`src/rtl/npc_gate_monitor_pkg.sv`:
```
// Shared types and constants for the 3L-NPC gate monitor.
// Gate patterns, pattern classes, monitor states and fault codes.
package PKG_decoder_3lxnpc;

  localparam int TDELAY_WIDTH = 8;

  typedef enum logic [2:0] {
    ST_P,
    ST_Z,
    ST_N,
    ST_DP,
    ST_DN,
    ST_FAULT
  } _gmon_state_t;

  typedef enum logic [2:0] {
    PAT_P,
    PAT_Z,
    PAT_N,
    PAT_DP,
    PAT_DN,
    PAT_ILL
  } _gpat_t;

  localparam logic [5:0] GP_P  = 6'b110000;
  localparam logic [5:0] GP_Z  = 6'b011000;
  localparam logic [5:0] GP_N  = 6'b001100;
  localparam logic [5:0] GP_DP = 6'b010000;
  localparam logic [5:0] GP_DN = 6'b001000;

  localparam logic [2:0] FC_NONE        = 3'd0;
  localparam logic [2:0] FC_ILL_PAT     = 3'd1;
  localparam logic [2:0] FC_ILL_SEQ     = 3'd2;
  localparam logic [2:0] FC_DEAD_SHORT  = 3'd3;
  localparam logic [2:0] FC_DWELL_SHORT = 3'd4;
  localparam logic [2:0] FC_DEAD_TO     = 3'd5;

  function automatic _gmon_state_t pat2st(input _gpat_t p);
    _gmon_state_t s;
    s = ST_FAULT;
    case (p)
      PAT_P:   s = ST_P;
      PAT_Z:   s = ST_Z;
      PAT_N:   s = ST_N;
      PAT_DP:  s = ST_DP;
      PAT_DN:  s = ST_DN;
      default: s = ST_FAULT;
    endcase
    return s;
  endfunction

  function automatic logic [1:0] pat_lev(input _gpat_t p);
    logic [1:0] l;
    l = 2'b00;
    if (p == PAT_P) l = 2'b01;
    if (p == PAT_N) l = 2'b10;
    return l;
  endfunction

  // Dead patterns sit strictly between their two neighbours,
  // so either neighbour is a legal exit.
  function automatic logic gmon_legal(
    input _gmon_state_t s,
    input _gpat_t       p
  );
    logic ok;
    ok = 1'b0;
    case (s)
      ST_P:    ok = (p == PAT_DP);
      ST_Z:    ok = (p == PAT_DP) || (p == PAT_DN);
      ST_N:    ok = (p == PAT_DN);
      ST_DP:   ok = (p == PAT_P) || (p == PAT_Z);
      ST_DN:   ok = (p == PAT_N) || (p == PAT_Z);
      default: ok = 1'b0;
    endcase
    return ok;
  endfunction

endpackage

```
`src/rtl/npc_gate_monitor_classify.sv`:
```
// Combinational gate-vector classifier for one 3L-NPC leg.
// Anything other than the five exact patterns is illegal.
module npc_gate_classify
  import PKG_decoder_3lxnpc::*;
(
  input  logic [5:0] i_s,
  output _gpat_t     o_pat
);

  always_comb begin
    o_pat = PAT_ILL;
    unique case (1'b1)
      (i_s == GP_P):  o_pat = PAT_P;
      (i_s == GP_Z):  o_pat = PAT_Z;
      (i_s == GP_N):  o_pat = PAT_N;
      (i_s == GP_DP): o_pat = PAT_DP;
      (i_s == GP_DN): o_pat = PAT_DN;
      default:        o_pat = PAT_ILL;
    endcase
  end

endmodule

```
`src/rtl/npc_gate_monitor.sv`:
```
// 3L-NPC gate monitor: level decode, commutation checks,
// dead-time measurement and sticky first-fault capture.
module npc_gate_monitor
  import PKG_decoder_3lxnpc::*;
#(
  parameter int CNT_W = TDELAY_WIDTH
) (
  input  logic             clk,
  input  logic             rst,
  input  logic [5:0]       S_in,
  input  logic [CNT_W-1:0] t_dead_min,
  input  logic [CNT_W-1:0] t_dead_max,
  input  logic [CNT_W-1:0] t_dwell_min,
  input  logic             clr_fault,
  output logic [1:0]       v_lev_out,
  output logic             v_valid,
  output logic             fault,
  output logic [2:0]       fault_code,
  output logic [CNT_W-1:0] dt_meas,
  output logic             dt_valid
);

  logic [5:0]       r_s_q;
  _gmon_state_t     r_state;
  logic [CNT_W-1:0] r_dead;
  logic [CNT_W-1:0] r_dwell;
  logic [1:0]       r_lev;
  logic             r_valid;
  logic             r_fault;
  logic [2:0]       r_code;
  logic [CNT_W-1:0] r_dt;
  logic             r_dtv;

  _gpat_t           w_pat;
  _gmon_state_t     w_st_nxt;
  logic [CNT_W-1:0] w_dead_nxt;
  logic [CNT_W-1:0] w_dwell_nxt;
  logic [1:0]       w_lev_nxt;
  logic             w_val_nxt;
  logic             w_flt_nxt;
  logic [2:0]       w_code_nxt;
  logic [CNT_W-1:0] w_dt_nxt;
  logic             w_dtv_nxt;
  logic [2:0]       w_code;
  logic             w_is_dead;
  logic             w_to_dead;
  logic             w_same;
  logic             w_stable;
  logic [CNT_W-1:0] w_dead_inc;
  logic [CNT_W-1:0] w_dwell_inc;

  npc_gate_classify u_cls (
    .i_s   (r_s_q),
    .o_pat (w_pat)
  );

  assign w_is_dead   = (r_state == ST_DP) || (r_state == ST_DN);
  assign w_to_dead   = (w_pat == PAT_DP) || (w_pat == PAT_DN);
  assign w_stable    = (w_pat == PAT_P) || (w_pat == PAT_Z)
                    || (w_pat == PAT_N);
  assign w_same      = (pat2st(w_pat) == r_state);
  assign w_dead_inc  = (&r_dead) ? r_dead : r_dead + CNT_W'(1);
  assign w_dwell_inc = (&r_dwell) ? r_dwell : r_dwell + CNT_W'(1);

  always_ff @(posedge clk or posedge rst) begin
    if (rst) begin
      r_s_q   <= GP_Z;
      r_state <= ST_Z;
      r_dead  <= '0;
      r_dwell <= '1;
      r_lev   <= 2'b00;
      r_valid <= 1'b1;
      r_fault <= 1'b0;
      r_code  <= FC_NONE;
      r_dt    <= '0;
      r_dtv   <= 1'b0;
    end else begin
      r_s_q   <= S_in;
      r_state <= w_st_nxt;
      r_dead  <= w_dead_nxt;
      r_dwell <= w_dwell_nxt;
      r_lev   <= w_lev_nxt;
      r_valid <= w_val_nxt;
      r_fault <= w_flt_nxt;
      r_code  <= w_code_nxt;
      r_dt    <= w_dt_nxt;
      r_dtv   <= w_dtv_nxt;
    end
  end

  always_comb begin
    w_st_nxt    = r_state;
    w_dead_nxt  = r_dead;
    w_dwell_nxt = r_dwell;
    w_lev_nxt   = r_lev;
    w_val_nxt   = r_valid;
    w_flt_nxt   = r_fault;
    w_code_nxt  = r_code;
    w_dt_nxt    = r_dt;
    w_dtv_nxt   = 1'b0;
    w_code      = FC_NONE;

    if (r_state == ST_FAULT) begin
      if (clr_fault && w_stable) begin
        w_st_nxt    = pat2st(w_pat);
        w_flt_nxt   = 1'b0;
        w_code_nxt  = FC_NONE;
        w_dwell_nxt = '1;
        w_lev_nxt   = pat_lev(w_pat);
        w_val_nxt   = 1'b1;
      end
    end else if (w_same) begin
      if (w_is_dead) begin
        w_dead_nxt = w_dead_inc;
        if ((t_dead_max != '0) && (w_dead_inc >= t_dead_max))
          w_code = FC_DEAD_TO;
      end else begin
        w_dwell_nxt = w_dwell_inc;
      end
    end else begin
      if (w_is_dead) begin
        w_dt_nxt  = r_dead;
        w_dtv_nxt = 1'b1;
      end
      // Checks in descending priority; only the winner is latched.
      if (w_pat == PAT_ILL)
        w_code = FC_ILL_PAT;
      else if (!gmon_legal(r_state, w_pat))
        w_code = FC_ILL_SEQ;
      else if (w_to_dead && (t_dead_max == CNT_W'(1)))
        w_code = FC_DEAD_TO;
      else if (w_is_dead && (t_dead_min != '0)
               && (r_dead < t_dead_min))
        w_code = FC_DEAD_SHORT;
      else if (!w_is_dead && (t_dwell_min != '0)
               && (r_dwell < t_dwell_min))
        w_code = FC_DWELL_SHORT;

      if (w_code == FC_NONE) begin
        w_st_nxt = pat2st(w_pat);
        if (w_to_dead) begin
          w_dead_nxt = CNT_W'(1);
          w_val_nxt  = 1'b0;
        end else begin
          w_dwell_nxt = CNT_W'(1);
          w_lev_nxt   = pat_lev(w_pat);
          w_val_nxt   = 1'b1;
        end
      end
    end

    if (w_code != FC_NONE) begin
      w_st_nxt   = ST_FAULT;
      w_flt_nxt  = 1'b1;
      w_code_nxt = w_code;
      w_val_nxt  = 1'b0;
    end
  end

  assign v_lev_out  = r_lev;
  assign v_valid    = r_valid;
  assign fault      = r_fault;
  assign fault_code = r_code;
  assign dt_meas    = r_dt;
  assign dt_valid   = r_dtv;

endmodule
```
`config.mk`:
```
export PLATFORM = sky130hd
export DESIGN_NAME = npc_gate_monitor
export DESIGN_NICKNAME = d
export VERILOG_FILES = /design/src/rtl/npc_gate_monitor_pkg.sv /design/src/rtl/npc_gate_monitor_classify.sv /design/src/rtl/npc_gate_monitor.sv
export SDC_FILE = /design/constraint.sdc
export NUM_CORES = 1
export LEC_CHECK = 0
export CORE_ASPECT_RATIO = 1.25
export CORE_MARGIN = 2
export CORE_UTILIZATION = 54
export DETAILED_ROUTE_END_ITERATION = 7
export GPL_TIMING_DRIVEN = 1
export PLACE_DENSITY = 0.79
export SKIP_CTS_REPAIR_TIMING = 1
export SLEW_MARGIN = 20
export SYNTH_ARGS = -nofsm -noshare
export SYNTH_HDL_FRONTEND = slang
export SYNTH_SLANG_ARGS = --single-unit
```
`constraint.sdc`:
```
create_clock -name clk -period 3.72 [get_ports clk]
set_input_delay 0.744 -clock clk [delete_from_list [all_inputs] [get_ports clk]]
set_output_delay 0.744 -clock clk [all_outputs]
set_load 0.1 [all_outputs]
```
==> impl_metrics.json <==
{
  "outcome": "complete, no violations",
  "fmaxAchievable_ghz": 0.304,
  "setup_violations": 0,
  "core_region_area_um2": 5440,
  "setup_repair_after_global_routing_missed_its_margin": "false",
  "slew_headroom_pct": 35.0,
  "flow.area_growth_from_synthesis_pct": 21.0,
  "post-synth-top-area-fraction_pct": 23.8,
  "clk_latency_ps": 310,
  "grt_antenna_before_repair": 0,
  "layout-drive-gt1-share_pct": 10.2,
  "power_density_nw_per_um2": 774,
  "multi_input_comb_area_um2": 1830,
  "cell_breakdown_of_the_critical_path": "ha_1, nand2_1, nor2_1, nand3_1, nand4_1, xnor2_1, ha_1, or4_1, a211oi_1, o31a_1, a21oi_2, or3_1",
  "final_hold_viol_count": 0,
  "route.detailed.wl_per_inst_um": 16.8,
  "worst-path-max-fanout": 7,
  "sequential_cell_area_um2": 1040,
  "io_buffers": 48,
  "clk_transition_reported_paths_ps": 90,
  "crit_path_frequent_cell": "ha_1",
  "post-synth-top-count-cell": "inv_1",
  "grt_max_degree": 42,
  "wirelength_um": 7530,
  "cpLargestDelayFamily": "simple AND/OR/NAND/NOR gates",
  "critPathLaunch": "r_dead[1]",
  "count_of_distinct_cell_types_in_the_synthesized_netlist": 72,
  "htree_num_levels": 2,
  "fin_crit_ps": 3290,
  "routed-via-count": 2777,
  "flop2flop_setup_slack_ps": 430,
  "tritoncts": "done",
  "grt_pass1_wl_um": 12500,
  "final_antenna_net_count": 0,
  "synth_top_cells_by_area": "dfrtp_1, dfstp_2, ha_1",
  "finalCritPeriodShare_pct": 88.4,
  "synth-seq-area-share_pct": 34.1,
  "die_width_um": 71.3,
  "synth_seq_cells": 41,
  "grt.total_usage_pct": 25.6,
  "tritoncts.num_buffers": 5,
  "netlist_area_um2": 3050,
  "crit_slowest_cell": "or4_1",
  "grt_overflow": 0,
  "io_pins": 49,
  "layout.cell_area.non_filler_um2": 3690,
  "worstHoldPathType": "register to register",
  "dr.first_iter.drc_count": 224,
  "cts_num_sinks": 41,
  "dieArea_um2": 6280,
  "r2r_end": "r_state[2]",
  "drt_first_pass_iters": 4,
  "fin_setup_tns_ps": 0,
  "slowest_delay_ps": 530,
  "post_synth_inst_count": 335,
  "number_of_nets_produced_by_synthesis": 392,
  "vias_per_cell": 6.20,
  "crit_required_ps": 3910,
  "globalRouteMet1Util_pct": 29.3,
  "avgSynthCellArea_um2": 9.12,
  "grt_pass1_vias": 2707,
  "initial_core_util_pct": 56.1,
  "cp_num_buf_inv": 0,
  "nFillCells": 460,
  "fin_nets": 440,
  "std_cell_rows": 30,
  "synth_enable_flop_cells": 0,
  "grtUsageMet3_pct": 3.80,
  "crit_end": "r_state[2]",
  "grt_busiest_layer": "met2",
  "worst-setup-path-type": "register to register",
  "fin_skew_ps": 8.50,
  "final_instance_count_without_filler_cells": 448,
  "ys.warnings.count": 0,
  "worst_r2r_startpoint": "r_dead[1]",
  "p_leak_nw": 1.64,
  "post-route-worst-setup-slack_ps": 431,
  "async_flop_share_pct": 100,
  "crit_arrival_ps": 3480,
  "ys_top_cells_by_count": "inv_1, dfrtp_1, ha_1, nand2_1, nor2_1",
  "post-place-cells": 440,
  "critPathLaunchType": "register",
  "die_h_um": 88.1,
  "place.detailed.hpwl_um": 5780,
  "max-cap-violations": 0,
  "critPathCaptureType": "register",
  "n_antenna_cell": 0,
  "finalMaxSlewViolations": 0,
  "synth_largest_area_cell": "dfrtp_1",
  "cell_depth_of_the_worst_flop_to_flop_path": 12,
  "power.ir.vdd_worst_mv": 0.479,
  "worstMarginPinSlew_ps": 973,
  "postPlaceCellArea_um2": 3590,
  "groute.layer.met2.usage_pct": 46.9,
  "path_depth": 12,
  "gpl.final_weighted_congestion": 1.07,
  "ctsLongestPathBuffers": 2,
  "dpl_worst_slack_ps": 376,
  "clk_root_buffer_cell": "clkbuf_8",
  "synth_flop_cell": "dfrtp_1",
  "remaining_drc_errors": 0
}
==> cell usage in the layout, fill, tap and decap left out, types with 5 or more instances in the layout <==
cell type	Yosys	final
a211o_1	5	5
nand2_1	23	23
nand3_1	15	15
o21a_1	7	7
nor2_1	16	16
nor4_1	9	9
o21ai_1	13	13
clkdlybuf4s50_1	0	48
dfrtp_1	29	29
nand2b_1	6	6
mux2_1	9	9
xnor2_1	8	8
clkbuf_8	0	7
inv_1	33	33
dfstp_2	12	12
o21ai_0	15	15
a21oi_1	10	10
ha_1	24	24
==> through the flow <==
stage	util, %	power [mW]	hold slack [ps]
after floorplan	-	2.07	469
after global placement	66.0	2.47	473
after detailed placement	66.0	2.51	481
after CTS	67.9	2.85	500
after global routing	67.9	3.07	505
final	67.9	2.86	493
==> how the worst min path moves through the flow <==
stage	end	from	depth (start not counted)	slack (ps)
after floorplan	r_dwell[1]	r_dwell[1]	2	470
after global placement	dt_meas[6]	dt_meas[6]	2	470
final	v_lev_out[1]	v_lev_out[1]	1	490
after CTS	v_lev_out[1]	v_lev_out[1]	1	500
after global routing	v_lev_out[1]	v_lev_out[1]	1	510
after detailed placement	v_lev_out[1]	v_lev_out[1]	1	480
==> kinds of logic after synthesis <==
logic type,count (synthesis),synth area share [%]
simple gates,108,20.4
compound gates,95,22.6
buf+inv,45,5.86
flops,41,34.1
fa+ha+maj,24,9.83
mux,13,4.63
xor+xnor,9,2.58
==> routing by layer <==
layer / share of wire [%] / wire [um]
met4: 3.2 / 240
met3: 4.2 / 320
met2: 52 / 3920
met1: 41 / 3060
met5: 0 / 0
==> where the power goes <==
group          switching (mW)  total (mW)  leakage, nW  internal [mW]
sequential              0.148       0.750        0.501          0.601
combinational            1.13        1.77         1.08          0.634
clock                   0.172       0.344       0.0549          0.172
total                    1.45        2.86         1.64           1.41
==> layout make-up <==
type                    instances  share of cell area [%]
multi-input cells             249                    49.6
flip-flops and latches         41                    28.2
repair buffers                 51                    13.6
inverters                      35                    3.56
clock buffers                   7                    2.61
well taps                      64                    2.17
clock inverters                 1                   0.237
==> registers in the layout, summed over array words and instances (netlist names), 2 cells and up <==
signal and cells:
dt_meas 8, fault_code 3, r_dead 8, r_dwell 8, r_s_q 6, r_state 3, v_lev_out 2
Note: power is estimated with default switching activity, not from simulation.
